## src/rtl/fetch_unit_pkg.sv

```systemverilog
// Shared definitions for the fetch stage: instruction field positions,
// instruction width and the fetch FSM state encoding.
package fetch_unit_pkg;

    localparam int ILEN    = 16;
    localparam int OPC_MSB = 15;
    localparam int OPC_LSB = 12;
    localparam int M_BIT   = 11;
    localparam int RD_MSB  = 10;
    localparam int RD_LSB  = 8;
    localparam int RS1_MSB = 7;
    localparam int RS1_LSB = 5;
    localparam int IMM_MSB = 4;
    localparam int IMM_LSB = 0;

    typedef enum logic [1:0] {
        FS_IDLE = 2'd0,
        FS_REQ  = 2'd1,
        FS_HOLD = 2'd2
    } fetch_state_e;

endpackage

```

## src/rtl/fetch_unit_if.sv

```systemverilog
// Instruction-memory request/acknowledge bus between the fetch stage and imem.
// Handshake: master raises imem_req with imem_addr and holds both stable until
// the slave pulses imem_ack for one cycle with imem_rdata valid in that cycle.
interface fetch_unit_if
    import fetch_unit_pkg::*;
#(
    parameter int PC_W = 16
) ();
    logic            imem_req;
    logic [PC_W-1:0] imem_addr;
    logic            imem_ack;
    logic [ILEN-1:0] imem_rdata;

    modport master (
        output imem_req,
        output imem_addr,
        input  imem_ack,
        input  imem_rdata
    );

    modport slave (
        input  imem_req,
        input  imem_addr,
        output imem_ack,
        output imem_rdata
    );
endinterface

```

## src/rtl/fetch_unit.sv

```systemverilog
// Fetch stage: owns the PC, fetches one word per request from imem into the IR
// and exposes the IR as decoded fields plus the address it came from.
module fetch_unit
    import fetch_unit_pkg::*;
#(
    parameter int              PC_W     = 16,
    parameter logic [PC_W-1:0] RESET_PC = '0
) (
    input  logic            clk,
    input  logic            reset,
    input  logic            fetch_en,
    input  logic            pc_load,
    input  logic [PC_W-1:0] pc_next,
    fetch_unit_if.master    imem,
    output logic            ir_valid,
    input  logic            ir_consume,
    output logic [3:0]      opcode,
    output logic            m,
    output logic [2:0]      rd,
    output logic [2:0]      rs1,
    output logic [4:0]      imm,
    output logic [PC_W-1:0] pc_of_ir,
    output logic            busy,
    output fetch_state_e    dbg_state
);

    fetch_state_e    state_q, state_d;
    logic [PC_W-1:0] pc_q, pc_d;
    logic [PC_W-1:0] addr_q, addr_d;
    logic [PC_W-1:0] pc_of_ir_q, pc_of_ir_d;
    logic [ILEN-1:0] ir_q, ir_d;
    logic            squash_q, squash_d;

    always_comb begin
        state_d    = state_q;
        pc_d       = pc_q;
        ir_d       = ir_q;
        pc_of_ir_d = pc_of_ir_q;
        squash_d   = squash_q;
        case (state_q)
            FS_IDLE: begin
                if (pc_load) pc_d = pc_next;
                if (fetch_en) state_d = FS_REQ;
            end
            FS_REQ: begin
                if (imem.imem_ack) begin
                    // A redirect seen during or at the end of the request
                    // throws the word away and restarts at the current PC.
                    if (pc_load || squash_q) begin
                        pc_d     = pc_load ? pc_next : pc_q;
                        squash_d = 1'b0;
                    end else begin
                        ir_d       = imem.imem_rdata;
                        pc_of_ir_d = pc_q;
                        pc_d       = pc_q + 1'b1;
                        state_d    = FS_HOLD;
                    end
                end else if (pc_load) begin
                    pc_d     = pc_next;
                    squash_d = 1'b1;
                end
            end
            FS_HOLD: begin
                if (pc_load) begin
                    pc_d    = pc_next;
                    state_d = FS_IDLE;
                end else if (ir_consume) begin
                    state_d = fetch_en ? FS_REQ : FS_IDLE;
                end
            end
            default: state_d = FS_IDLE;
        endcase
        // The bus address is frozen for the whole request, even across a redirect.
        addr_d = (state_q == FS_REQ && !imem.imem_ack) ? addr_q : pc_d;
    end

    always_ff @(posedge clk) begin
        if (reset) begin
            state_q    <= FS_IDLE;
            pc_q       <= RESET_PC;
            addr_q     <= RESET_PC;
            pc_of_ir_q <= '0;
            ir_q       <= '0;
            squash_q   <= 1'b0;
        end else begin
            state_q    <= state_d;
            pc_q       <= pc_d;
            addr_q     <= addr_d;
            pc_of_ir_q <= pc_of_ir_d;
            ir_q       <= ir_d;
            squash_q   <= squash_d;
        end
    end

    assign imem.imem_req  = (state_q == FS_REQ);
    assign imem.imem_addr = addr_q;
    assign busy           = (state_q == FS_REQ);
    assign ir_valid       = (state_q == FS_HOLD);
    assign dbg_state      = state_q;

    assign opcode   = ir_q[OPC_MSB:OPC_LSB];
    assign m        = ir_q[M_BIT];
    assign rd       = ir_q[RD_MSB:RD_LSB];
    assign rs1      = ir_q[RS1_MSB:RS1_LSB];
    assign imm      = ir_q[IMM_MSB:IMM_LSB];
    assign pc_of_ir = pc_of_ir_q;

endmodule
```

## src/flat_wrapper.sv

```systemverilog
// flat-port wrapper written by rule: the top's interface ports become plain ports
module fetch_unit_flat import fetch_unit_pkg::*;
#(
    parameter int              PC_W     = 16,
    parameter logic [PC_W-1:0] RESET_PC = '0
)
  (clk, reset, fetch_en, pc_load, pc_next, ir_valid, ir_consume, opcode, m, rd, rs1, imm, pc_of_ir, busy, dbg_state, imem_imem_req, imem_imem_addr, imem_imem_ack, imem_imem_rdata);
  fetch_unit_if #(.PC_W(PC_W)) imem_i ();
  input  logic clk;
  input  logic reset;
  input  logic fetch_en;
  input  logic pc_load;
  input  logic [PC_W-1:0] pc_next;
  output logic ir_valid;
  input  logic ir_consume;
  output logic [3:0] opcode;
  output logic m;
  output logic [2:0] rd;
  output logic [2:0] rs1;
  output logic [4:0] imm;
  output logic [PC_W-1:0] pc_of_ir;
  output logic busy;
  output fetch_state_e dbg_state;
  output wire logic [$bits(imem_i.imem_req)-1:0] imem_imem_req;
  output wire logic [$bits(imem_i.imem_addr)-1:0] imem_imem_addr;
  input wire logic [$bits(imem_i.imem_ack)-1:0] imem_imem_ack;
  input wire logic [$bits(imem_i.imem_rdata)-1:0] imem_imem_rdata;
  assign imem_imem_req = imem_i.imem_req;
  assign imem_imem_addr = imem_i.imem_addr;
  assign imem_i.imem_ack = imem_imem_ack;
  assign imem_i.imem_rdata = imem_imem_rdata;
  fetch_unit #(.PC_W(PC_W), .RESET_PC(RESET_PC)) u_core (.clk(clk), .reset(reset), .fetch_en(fetch_en), .pc_load(pc_load), .pc_next(pc_next), .imem(imem_i), .ir_valid(ir_valid), .ir_consume(ir_consume), .opcode(opcode), .m(m), .rd(rd), .rs1(rs1), .imm(imm), .pc_of_ir(pc_of_ir), .busy(busy), .dbg_state(dbg_state));
endmodule
```

## config.mk

```make
export PLATFORM = sky130hd
export DESIGN_NAME = fetch_unit_flat
export DESIGN_NICKNAME = d
export VERILOG_FILES = /design/src/rtl/fetch_unit_pkg.sv /design/src/rtl/fetch_unit_if.sv /design/src/rtl/fetch_unit.sv /design/src/flat_wrapper.sv
export SDC_FILE = /design/constraint.sdc
export NUM_CORES = 1
export LEC_CHECK = 0
export ABC_AREA = 1
export BUFFER_PORTS_ARGS = -buffer_cell sky130_fd_sc_hd__buf_4
export CAP_MARGIN = 0
export CORE_MARGIN = 2
export CORE_UTILIZATION = 47
export DETAILED_ROUTE_END_ITERATION = 7
export PLACE_DENSITY = 0.76
export SKIP_LAST_GASP = 1
export SLEW_MARGIN = 25
export SYNTH_ARGS = -nofsm -noshare
export SYNTH_HDL_FRONTEND = slang
export SYNTH_SLANG_ARGS = --single-unit
```

## constraint.sdc

```tcl
create_clock -name clk -period 1.4 [get_ports clk]
set_input_delay 0.21 -clock clk [delete_from_list [all_inputs] [get_ports clk]]
set_output_delay 0.21 -clock clk [all_outputs]
set_load 0.01 [all_outputs]
```

==> flow_summary.toml, run 1 <==
[run_status]
run_status = "complete, but fails checks"
violations = "negative setup slack"

[route]
vias = 3670
drtIter0Drc = 265
wl_per_cell_um = 15.9
drc = 0
totalWireLength_um = 10900
routed_via_density = 5.36
antenna_left = 0
drtPass1Iterations = 5

[timing]
hold_slack_ns = 0.0798
grt_setup_unrepaired = "yes"
tns_ns = -1.41
worst_slack_ns = -0.0984
final-hold-violation-count = 0
fin_skew_ns = 0.00732
fmax_mhz = 667
setup_viol_count_final = 31
finalCritPeriodShare_pct = 107
worstMarginPinSlew_ns = 0.361
min_period_ns = 1.50
slew_violations = 0
slew_headroom_pct = 75.9

[logic_synthesis]
synth_top_area_share_pct = 42.8
synth_most_common_cell = "nor2_1"
synth_area_um2 = 3130
yosys_warnings = 0
yosysUniqueCellTypes = 33
yosys-top-cells-area = "dfxtp_1, nor2_1, nand2_1"
async_reset_ff_share_pct = 0
synth_sequential_area_ratio_pct = 42.8
synthCells = 450
syn_nets = 489
synth_edf_count = 0
netlist_top_cells_count = "nor2_1, nand2_1, dfxtp_1, inv_1, o21ai_0"
synthFlopType = "dfxtp_1"
ys_ff_latch = 67
syn_area_per_cell_um2 = 6.97
synth_top_area_cell = "dfxtp_1"

[min_path]
hold_start = "imem_imem_rdata[9]"
hold_path.class = "in -> reg"
whs_endpoint = "u_core.ir_q[9]$_SDFFE_PP0P_"
whs_path_depth = 3

[critical_path]
critPathSlowestCell = "dfxtp_4"
cp_top_family = "simple AND/OR/NAND/NOR gates"
rr_endpoint = "u_core.imem.imem_addr[5]$_SDFFE_PP0N_"
required_ns = 1.66
worst-path-stages = 10
crit_path_end_kind = "register"
path_buf_inv = 1
critical_path_class = "reg -> reg"
crit_fanout = 4
worstReg2RegStart = "u_core.pc_q[1]$_SDFF_PP0_"
cp_cell_sequence = "nand2_1 > nor2_4 > nand2_1 > xor2_1 > o21ai_1 > nand2_1 > nor2_2 > nand2_1 > nand2_1 > inv_1"
cpPeakStageDelay_ns = 0.38
worstRegToRegCells = 10
cp_common_cell = "nand2_1"
arrival_ns = 1.75
startpoint_type = "register"
r2r_setup_slack_ns = -0.1

[final_layout]
diodes = 0
final_util_pct = 77.6
fillerInstances = 466
area_growth_pct = 58.1
fin_cells = 685
drive_gt1_share_pct = 41.8
nets = 642

[floorplan]
die_h_um = 85.7
io-pin-count = 91
die_w_um = 85.7
core_um2 = 6390
initial_core_util_pct = 49.1
dieArea_um2 = 7340
rows = 29

[cts]
cts-htree-levels = 3
cts.sinks = 67
clockBufferDepth = 2
cts_hold_buf = 0
root_buffer = "clkbuf_8"
cts_tree = "built"
clk_pin_slew_ns = 0.08
clk-insertion-delay-late_ns = 0.35
cts_inserted_buffers = 9

[power_and_ir_drop]
comb_power_share_pct = 19.9
ir_drop_v = 0.000695
power.density_nw_per_um2 = 1010
clkPwrFrac_pct = 37.9
swShare_pct = 29.0
power_mw = 5.02
pwr-share-seq_pct = 42.2
switchingPower_mw = 1.45
p_int_mw = 3.56
power_leakage_nw = 2.49

[global_routing]
grt_antenna_before_repair = 0
first_global_vias = 3434
grt_pass1_wl_um = 15800
grt.total_usage_pct = 27.3
overflow = 0
grt_max_degree = 37

[placed_design]
place_hpwl_um = 6890
portBuffers = 90
dp_cells = 648
place.gp.congestion = 0.876

[job]
maxCapViolCount = 0
==> area by class of cell <==
cell class | instances | area [um^2] | share of cell area (%)
multi-input combinational | 308 | 1720 | 34.7
timing repair buffer | 159 | 1280 | 25.8
clock buffer | 10 | 138 | 2.78
sequential | 67 | 1370 | 27.6
clock inverter | 6 | 93.8 | 1.89
tap | 77 | 96.3 | 1.94
inverter | 56 | 243 | 4.90
timing repair inverter | 2 | 20.0 | 0.404
==> sequential cells by signal (all words and copies together), names as in the netlist <==
signal,flops
u_core.imem.imem_addr,16
u_core.squash_q,1
u_core.pc_q,16
u_core.pc_of_ir,16
u_core.dbg_state,2
u_core.ir_q,16
==> how the worst max path moves through the flow <==
stage | from | endpoint | slack [ns]
2_1_floorplan | u_core.dbg_state[0]$_SDFFE_PP0P_ | u_core.imem.imem_addr[14]$_SDFFE_PP0N_ | -0.06
3_3_place_gp | u_core.pc_q[1]$_SDFF_PP0_ | u_core.imem.imem_addr[8]$_SDFFE_PP0N_ | -0.09
3_5_place_dp | u_core.pc_q[1]$_SDFF_PP0_ | u_core.imem.imem_addr[10]$_SDFFE_PP0N_ | -0.15
4_1_cts | u_core.pc_q[0]$_SDFF_PP0_ | u_core.imem.imem_addr[10]$_SDFFE_PP0N_ | -0.03
5_1_grt | u_core.pc_q[10]$_SDFF_PP0_ | u_core.imem.imem_addr[12]$_SDFFE_PP0N_ | -0.21
6_report | u_core.pc_q[1]$_SDFF_PP0_ | u_core.imem.imem_addr[5]$_SDFFE_PP0N_ | -0.1
==> timing repair <==
action,4_1_cts,5_1_grt
gates resized for setup,52,57
gates cloned,0,2
setup buffers,9,10
endpoints found under the setup margin,61,66
pin swaps,17,21
==> layer usage <==
layer	global-route usage, %	vias up	routed length, um
met2	47.2	148	5450
met3	4.04	32	574
met1	33.1	1742	4530
met4	13.7	0	361
met5	0	-	0
li1	-	1748	-
==> cells by family after synthesis <==
kind of cell | after synthesis | share of synthesized area, %
AND/OR/NAND/NOR | 216 | 30.1
XOR/XNOR | 1 | 0.279
buffers and inverters | 75 | 10.5
flip-flops | 67 | 42.8
AO/OA/AOI/OAI | 90 | 15.9
adder cells (fa/ha/maj) | 1 | 0.399
==> metrics by stage <==
stage	worst slack, ns	area (um^2)
2_1_floorplan	-0.0619	3180
3_3_place_gp	-0.0932	4200
3_5_place_dp	-0.152	4200
4_1_cts	-0.0343	4640
5_1_grt	-0.210	4960
6_report	-0.0984	4960
==> layout by cell type, fill, tap and decap left out, types with 2 or more instances in the layout <==
cell type,n
buf_4,143
nor2_1,78
nand2_1,75
dfxtp_1,59
inv_1,44
o21ai_0,34
a21oi_1,19
o21ai_1,14
buf_6,13
nand3_2,11
nand3_1,11
clkbuf_8,10
nor2_2,8
nand2_4,7
a211oi_1,7
nand2_2,7
inv_6,6
dfxtp_4,6
nor2_4,5
inv_4,4
inv_2,4
nand4_1,4
nor2_8,3
a21oi_2,3
o21ai_2,3
o211ai_1,3
buf_12,3
nand3_4,2
nor3_4,2
a22oi_2,2
bufinv_16,2
dfxtp_2,2
==> power groups by stage <==
stage          Sequential (mW)  Clock (mW)  Combinational, mW
3_5_place_dp              2.15           0              0.846
4_1_cts                   2.11        1.91              0.889
2_1_floorplan             2.17           0              0.400
3_3_place_gp              2.15           0              0.833
6_report                  2.12        1.90              0.998
5_1_grt                   2.13        1.99               1.08
==> worst reg2reg max path: cells and delay by family, from the launching register on <==
kind                      cells  cell delay (ns)
AOI/OAI and AO/OA             1             0.13
xor gates and xnor gates      1             0.17
buffers and inverters         1             0.03
DFF                           1             0.38
and+or+nand+nor               7             0.69
Note: power is estimated with default switching activity, not from simulation.
==> run 2, diff against run 1 <==
--- a/config.mk
+++ b/config.mk
@@ -9,9 +9,10 @@
 export BUFFER_PORTS_ARGS = -buffer_cell sky130_fd_sc_hd__buf_4
 export CAP_MARGIN = 0
 export CORE_MARGIN = 2
-export CORE_UTILIZATION = 47
+export CORE_UTILIZATION = 40
 export DETAILED_ROUTE_END_ITERATION = 7
-export PLACE_DENSITY = 0.76
+export PLACE_DENSITY = 0.67
+export REMOVE_ABC_BUFFERS = 1
 export SKIP_LAST_GASP = 1
 export SLEW_MARGIN = 25
 export SYNTH_ARGS = -nofsm -noshare
==> run 2 against run 1 <==
Compared with the run above: the run still ends with negative setup slack left; sequential share of layout area is 0.17 points lower; sequential power is essentially flat; final cell count grew 2.5%; register-to-register slack is essentially flat; routed wire length is 13% lower; cell area grew 0.61%.
==> flow_summary.toml, run 2 (synthesized netlist as in run 1, its figures left out) <==
[run_status]
run_status = "complete, but fails checks"
violations = "negative setup slack"

[global_routing]
grt_max_degree = 31
first_global_vias = 3257
grt.total_usage_pct = 21.9
overflow = 0
grt_pass1_wl_um = 15000
grt_antenna_before_repair = 0

[timing]
min_period_ns = 1.48
grt_setup_unrepaired = "yes"
setup_viol_count_final = 23
slew_violations = 0
fmax_mhz = 674
final-hold-violation-count = 0
slew_headroom_pct = 73.5
worst_slack_ns = -0.0843
worstMarginPinSlew_ns = 0.397
fin_skew_ns = 0.0105
tns_ns = -0.774
finalCritPeriodShare_pct = 106

[final_layout]
mostFrequentLayoutCells = "buf_4, nand2_1, nor2_1"
nets = 634
diodes = 0
drive_gt1_share_pct = 45.2
layout_commonest_cell = "buf_4"
area_growth_pct = 59.1
finish.instance_area_um2 = 4990
fillerInstances = 645
final_util_pct = 65.2

[cts]
clockBufferDepth = 2
clk-insertion-delay-late_ns = 0.35
root_buffer = "clkbuf_8"
clk_pin_slew_ns = 0.08
cts-htree-levels = 3
cts_inserted_buffers = 9
cts_tree = "built"
cts_hold_buf = 0
cts.sinks = 67

[critical_path]
arrival_ns = 1.73
crit_path_end_kind = "register"
crit_fanout = 4
worstRegToRegCells = 12
critical_path_class = "reg -> reg"
rr_endpoint = "u_core.imem.imem_addr[4]$_SDFFE_PP0N_"
required_ns = 1.65
worstReg2RegStart = "u_core.dbg_state[0]$_SDFFE_PP0P_"
r2r_setup_slack_ns = -0.08
startpoint_type = "register"

[min_path]
whs_endpoint = "u_core.ir_q[13]$_SDFFE_PP0P_"
hold_path.class = "in -> reg"
whs_path_depth = 3
hold_start = "imem_imem_rdata[13]"

[floorplan]
initial_core_util_pct = 41.0
die_h_um = 92.5
io-pin-count = 91
dieArea_um2 = 8560
rows = 32
core_um2 = 7650
die_w_um = 92.5

[placed_design]
pre_cts_slack_ns = -0.187
placed_cell_area_um2 = 4190
place.gp.congestion = 0.881
portBuffers = 90
place_hpwl_um = 6290

[route]
antenna_left = 0
drtPass1Iterations = 5
drc = 0
drtIter0Drc = 246
routed_via_density = 4.87
wl_per_cell_um = 13.5
totalWireLength_um = 9450
vias = 3418

[job]
maxCapViolCount = 0

[power_and_ir_drop]
power.density_nw_per_um2 = 953
power_mw = 4.75
power_leakage_nw = 2.43
ir_drop_v = 0.000489
run 2: power breakdown:
group / internal, mW / total [mW] / switching, mW / leakage [nW]
logic: 0.475 / 0.987 / 0.512 / 1.78
registers: 2.02 / 2.11 / 0.0881 / 0.554
clock network: 0.870 / 1.65 / 0.783 / 0.102
total: 3.37 / 4.75 / 1.38 / 2.43
run 2: per-stage QoR:
| step | hold WS, ns | instances |
|---|---|---|
| 3_3_place_gp | 0.431 | 668 |
| 6_report | 0.0717 | 702 |
| 4_1_cts | 0.0683 | 687 |
| 5_1_grt | 0.0828 | 702 |
| 2_1_floorplan | 0.279 | 431 |
| 3_5_place_dp | 0.439 | 668 |
run 2: how the worst max path moves through the flow:
stage | startpoint | slack [ns] | endpoint | cells past startpoint
2_1_floorplan | u_core.dbg_state[0]$_SDFFE_PP0P_ | -0.61 | u_core.imem.imem_addr[3]$_SDFFE_PP0N_ | 10
3_3_place_gp | u_core.pc_q[1]$_SDFF_PP0_ | -0.13 | u_core.imem.imem_addr[8]$_SDFFE_PP0N_ | 12
3_5_place_dp | u_core.pc_q[1]$_SDFF_PP0_ | -0.19 | u_core.imem.imem_addr[8]$_SDFFE_PP0N_ | 12
4_1_cts | u_core.dbg_state[0]$_SDFFE_PP0P_ | -0.06 | u_core.imem.imem_addr[3]$_SDFFE_PP0N_ | 10
5_1_grt | u_core.pc_q[1]$_SDFF_PP0_ | -0.16 | u_core.imem.imem_addr[8]$_SDFFE_PP0N_ | 12
6_report | u_core.dbg_state[0]$_SDFFE_PP0P_ | -0.08 | u_core.imem.imem_addr[4]$_SDFFE_PP0N_ | 12
run 2: worst max-delay path, stage by stage (launching register included):
cell and delay, ns:
dfxtp_4 0.36, inv_4 0.07, nor2_8 0.04, buf_4 0.13, nand2_4 0.08, nand2_4 0.07, nand2_4 0.09, buf_4 0.11
o21ai_1 0.05, inv_1 0.08, nand3_2 0.10, o21ai_1 0.14, inv_1 0.05
run 2: layout make-up:
| type | instances | area, um^2 | area share, % |
|---|---|---|---|
| Inverter | 56 | 235 | 4.72 |
| Multi-Input combinational cell | 308 | 1800 | 36.0 |
| Tap cell | 102 | 128 | 2.56 |
| Sequential cell | 67 | 1370 | 27.4 |
| Timing Repair Buffer | 153 | 1260 | 25.2 |
| Clock buffer | 10 | 138 | 2.76 |
| Clock inverter | 6 | 65.1 | 1.30 |
run 2: timing repair:
action                     4_1_cts  5_1_grt
resized for setup               33      110
setup endpoints to repair       52       66
pin swaps                        4       34
hold endpoints to repair         0        0
gates cloned                     0        1
setup buffers                    3       15
run 2: routing by layer:
layer  global-route usage, %  part of all wire [%]  vias up
met3                    3.74                   5.1       21
li1                        -                     -     1737
met2                    36.1                    47       98
met4                    9.95                   2.7        0
met1                    27.8                    45     1562
met5                       0                     0        -
==> run 3, diff against run 2 <==
--- a/config.mk
+++ b/config.mk
@@ -8,10 +8,12 @@
 export ABC_AREA = 1
 export BUFFER_PORTS_ARGS = -buffer_cell sky130_fd_sc_hd__buf_4
 export CAP_MARGIN = 0
+export CELL_PAD_IN_SITES_DETAIL_PLACEMENT = 2
+export CELL_PAD_IN_SITES_GLOBAL_PLACEMENT = 2
 export CORE_MARGIN = 2
-export CORE_UTILIZATION = 40
+export CORE_UTILIZATION = 25
 export DETAILED_ROUTE_END_ITERATION = 7
-export PLACE_DENSITY = 0.67
+export PLACE_DENSITY_LB_ADDON = 0.1
 export REMOVE_ABC_BUFFERS = 1
 export SKIP_LAST_GASP = 1
 export SLEW_MARGIN = 25
==> run 3 against run 2 <==
Compared with the run above: the run still ends with negative setup slack left; clock skew decreased by 0.0051 ns; non-clock buffer count up 22; routed wire length is 60% higher; register-to-register slack lost 0.09 ns; die area grew 57%; sequential power barely moved; sequential share of layout area decreased by 2.0 points; total power grew 17%; first-iteration DRC count decreased by 58%; count of clock-buffer cells in the layout up 1; combinational power is 17% higher; utilization down 21 points; critical path type unchanged; largest power group is now clock.
==> flow_summary.toml, run 3 (synthesized netlist as in run 1, its figures left out) <==
[placed_design]
place_hpwl_um = 9060
place.gp.congestion = 0.805
dp_cells = 752
portBuffers = 90
placed_cell_area_um2 = 4400

[global_routing]
grt_use_met3_pct = 4.81
grt_antenna_before_repair = 0
overflow = 0
grt_max_degree = 38
busiest_layer = "met2"
grtUsageMet1_pct = 23.9
grt_use_met2_pct = 38.9
grt.total_usage_pct = 21.0
first_global_vias = 4078
grt_pass1_wl_um = 21500

[final_layout]
drive_gt1_share_pct = 47.6
diodes = 0
finish.instance_area_um2 = 5390
fin_cells = 788
final_util_pct = 44.5
nets = 656
area_growth_pct = 72.1
layout_commonest_cell = "buf_4"
mostFrequentLayoutCells = "buf_4, nor2_1, nand2_1"
fillerInstances = 1406

[run_status]
violations = "negative setup slack"
run_status = "complete, but fails checks"

[cts]
cts_inserted_buffers = 9
cts_hold_buf = 0
cts-htree-levels = 3
root_buffer = "clkbuf_16"
cts.sinks = 67
clk-insertion-delay-late_ns = 0.34
cts_tree = "built"
clk_pin_slew_ns = 0.06
clockBufferDepth = 2

[critical_path]
crit_fanout = 8
worstRegToRegCells = 9
crit_end = "u_core.pc_q[13]$_SDFF_PP0_"
startpoint = "u_core.dbg_state[0]$_SDFFE_PP0P_"
worstReg2RegStart = "u_core.dbg_state[0]$_SDFFE_PP0P_"
startpoint_type = "register"
crit_path_end_kind = "register"
arrival_ns = 1.82
required_ns = 1.65
critical_path_class = "reg -> reg"
rr_endpoint = "u_core.pc_q[13]$_SDFF_PP0_"
r2r_setup_slack_ns = -0.17

[timing]
slew_headroom_pct = 67.4
grt_setup_unrepaired = "yes"
final-hold-violation-count = 0
setup_viol_count_final = 62
fin_skew_ns = 0.00539
tns_ns = -4.19
finalCritPeriodShare_pct = 112
hold_slack_ns = 0.0810
fmax_mhz = 636
min_period_ns = 1.57
worst_slack_ns = -0.171
worstMarginPinSlew_ns = 0.489
slew_violations = 0

[min_path]
hold_path.class = "in -> reg"

[job]
maxCapViolCount = 0

[route]
drtPass1Iterations = 4
vias = 3739
totalWireLength_um = 15100
antenna_left = 0
routed_via_density = 4.74
drtIter0Drc = 103
drc = 0
wl_per_cell_um = 19.2

[power_and_ir_drop]
power.density_nw_per_um2 = 1030
power_leakage_nw = 2.63
ir_drop_v = 0.000715

[floorplan]
io-pin-count = 91
dieArea_um2 = 13400
die_h_um = 116
core_um2 = 12100
initial_core_util_pct = 25.9
rows = 40
die_w_um = 116
run 3: changes by cell type in the layout (fill, tap and decap cells not counted), moves of 5 or more:
cell,before,now
buf_4,138,148
buf_6,9,21
clkbuf_16,1,11
clkbuf_8,10,1
nand2_1,72,62
nand2_2,10,17
nor2_2,16,10
o21ai_0,34,29
run 3: power breakdown:
| group | switching [mW] | internal (mW) | total, mW |
|---|---|---|---|
| clock | 0.858 | 1.40 | 2.26 |
| sequential | 0.103 | 2.03 | 2.13 |
| combinational | 0.613 | 0.536 | 1.15 |
run 3: worst min path at each step:
stage | startpoint | end | slack, ns | depth (start not counted)
floorplan | reset | u_core.dbg_state[0]$_SDFFE_PP0P_ | 0.28 | 1
global placement | imem_imem_rdata[8] | u_core.ir_q[8]$_SDFFE_PP0P_ | 0.43 | 3
detailed placement | imem_imem_rdata[15] | u_core.ir_q[15]$_SDFFE_PP0P_ | 0.44 | 3
CTS | imem_imem_rdata[0] | u_core.ir_q[0]$_SDFFE_PP0P_ | 0.08 | 3
global route | imem_imem_rdata[3] | u_core.ir_q[3]$_SDFFE_PP0P_ | 0.1 | 3
finish | imem_imem_rdata[15] | u_core.ir_q[15]$_SDFFE_PP0P_ | 0.08 | 3
run 3: per-layer routing:
layer  wire [um]  up-vias  part of all wire, %
met5           0        -                    0
met1        6030     1834                   40
met4         476        0                  3.1
met3         687       32                  4.5
met2        7930      103                   52
li1            -     1770                    -
run 3: worst max-delay path: stages, from the launching register on:
cell and delay (ns):
dfxtp_2 0.36, inv_4 0.06, nor2_8 0.13, inv_4 0.08, nor2_8 0.23, buf_8 0.18
nand2_1 0.05, nand3_1 0.09, nand2_1 0.08, a21oi_1 0.22
run 3: cell type report:
cell class / count / area (um^2) / share of cell area [%]
sequential: 67 / 1370 / 25.4
inverter: 56 / 248 / 4.59
multi-input combinational: 308 / 1810 / 33.5
timing repair buffer: 175 / 1470 / 27.3
clock buffer: 11 / 243 / 4.50
clock inverter: 3 / 40.0 / 0.742
tap: 168 / 210 / 3.90
run 3: what timing repair did:
action / 4_1_cts / 5_1_grt
setup endpoints to repair: 61 / 68
setup buffers: 12 / 8
pin swaps: 24 / 23
cloned: 0 / 2
resized for setup: 100 / 73
endpoints found under the hold margin: 0 / 0
run 3: metrics by stage:
step	setup WS, ns	power (mW)
after global routing	-0.235	5.75
after detailed placement	-0.320	3.06
after floorplan	-0.610	2.52
after CTS	-0.117	5.46
after global placement	-0.156	3.03
final	-0.171	5.54
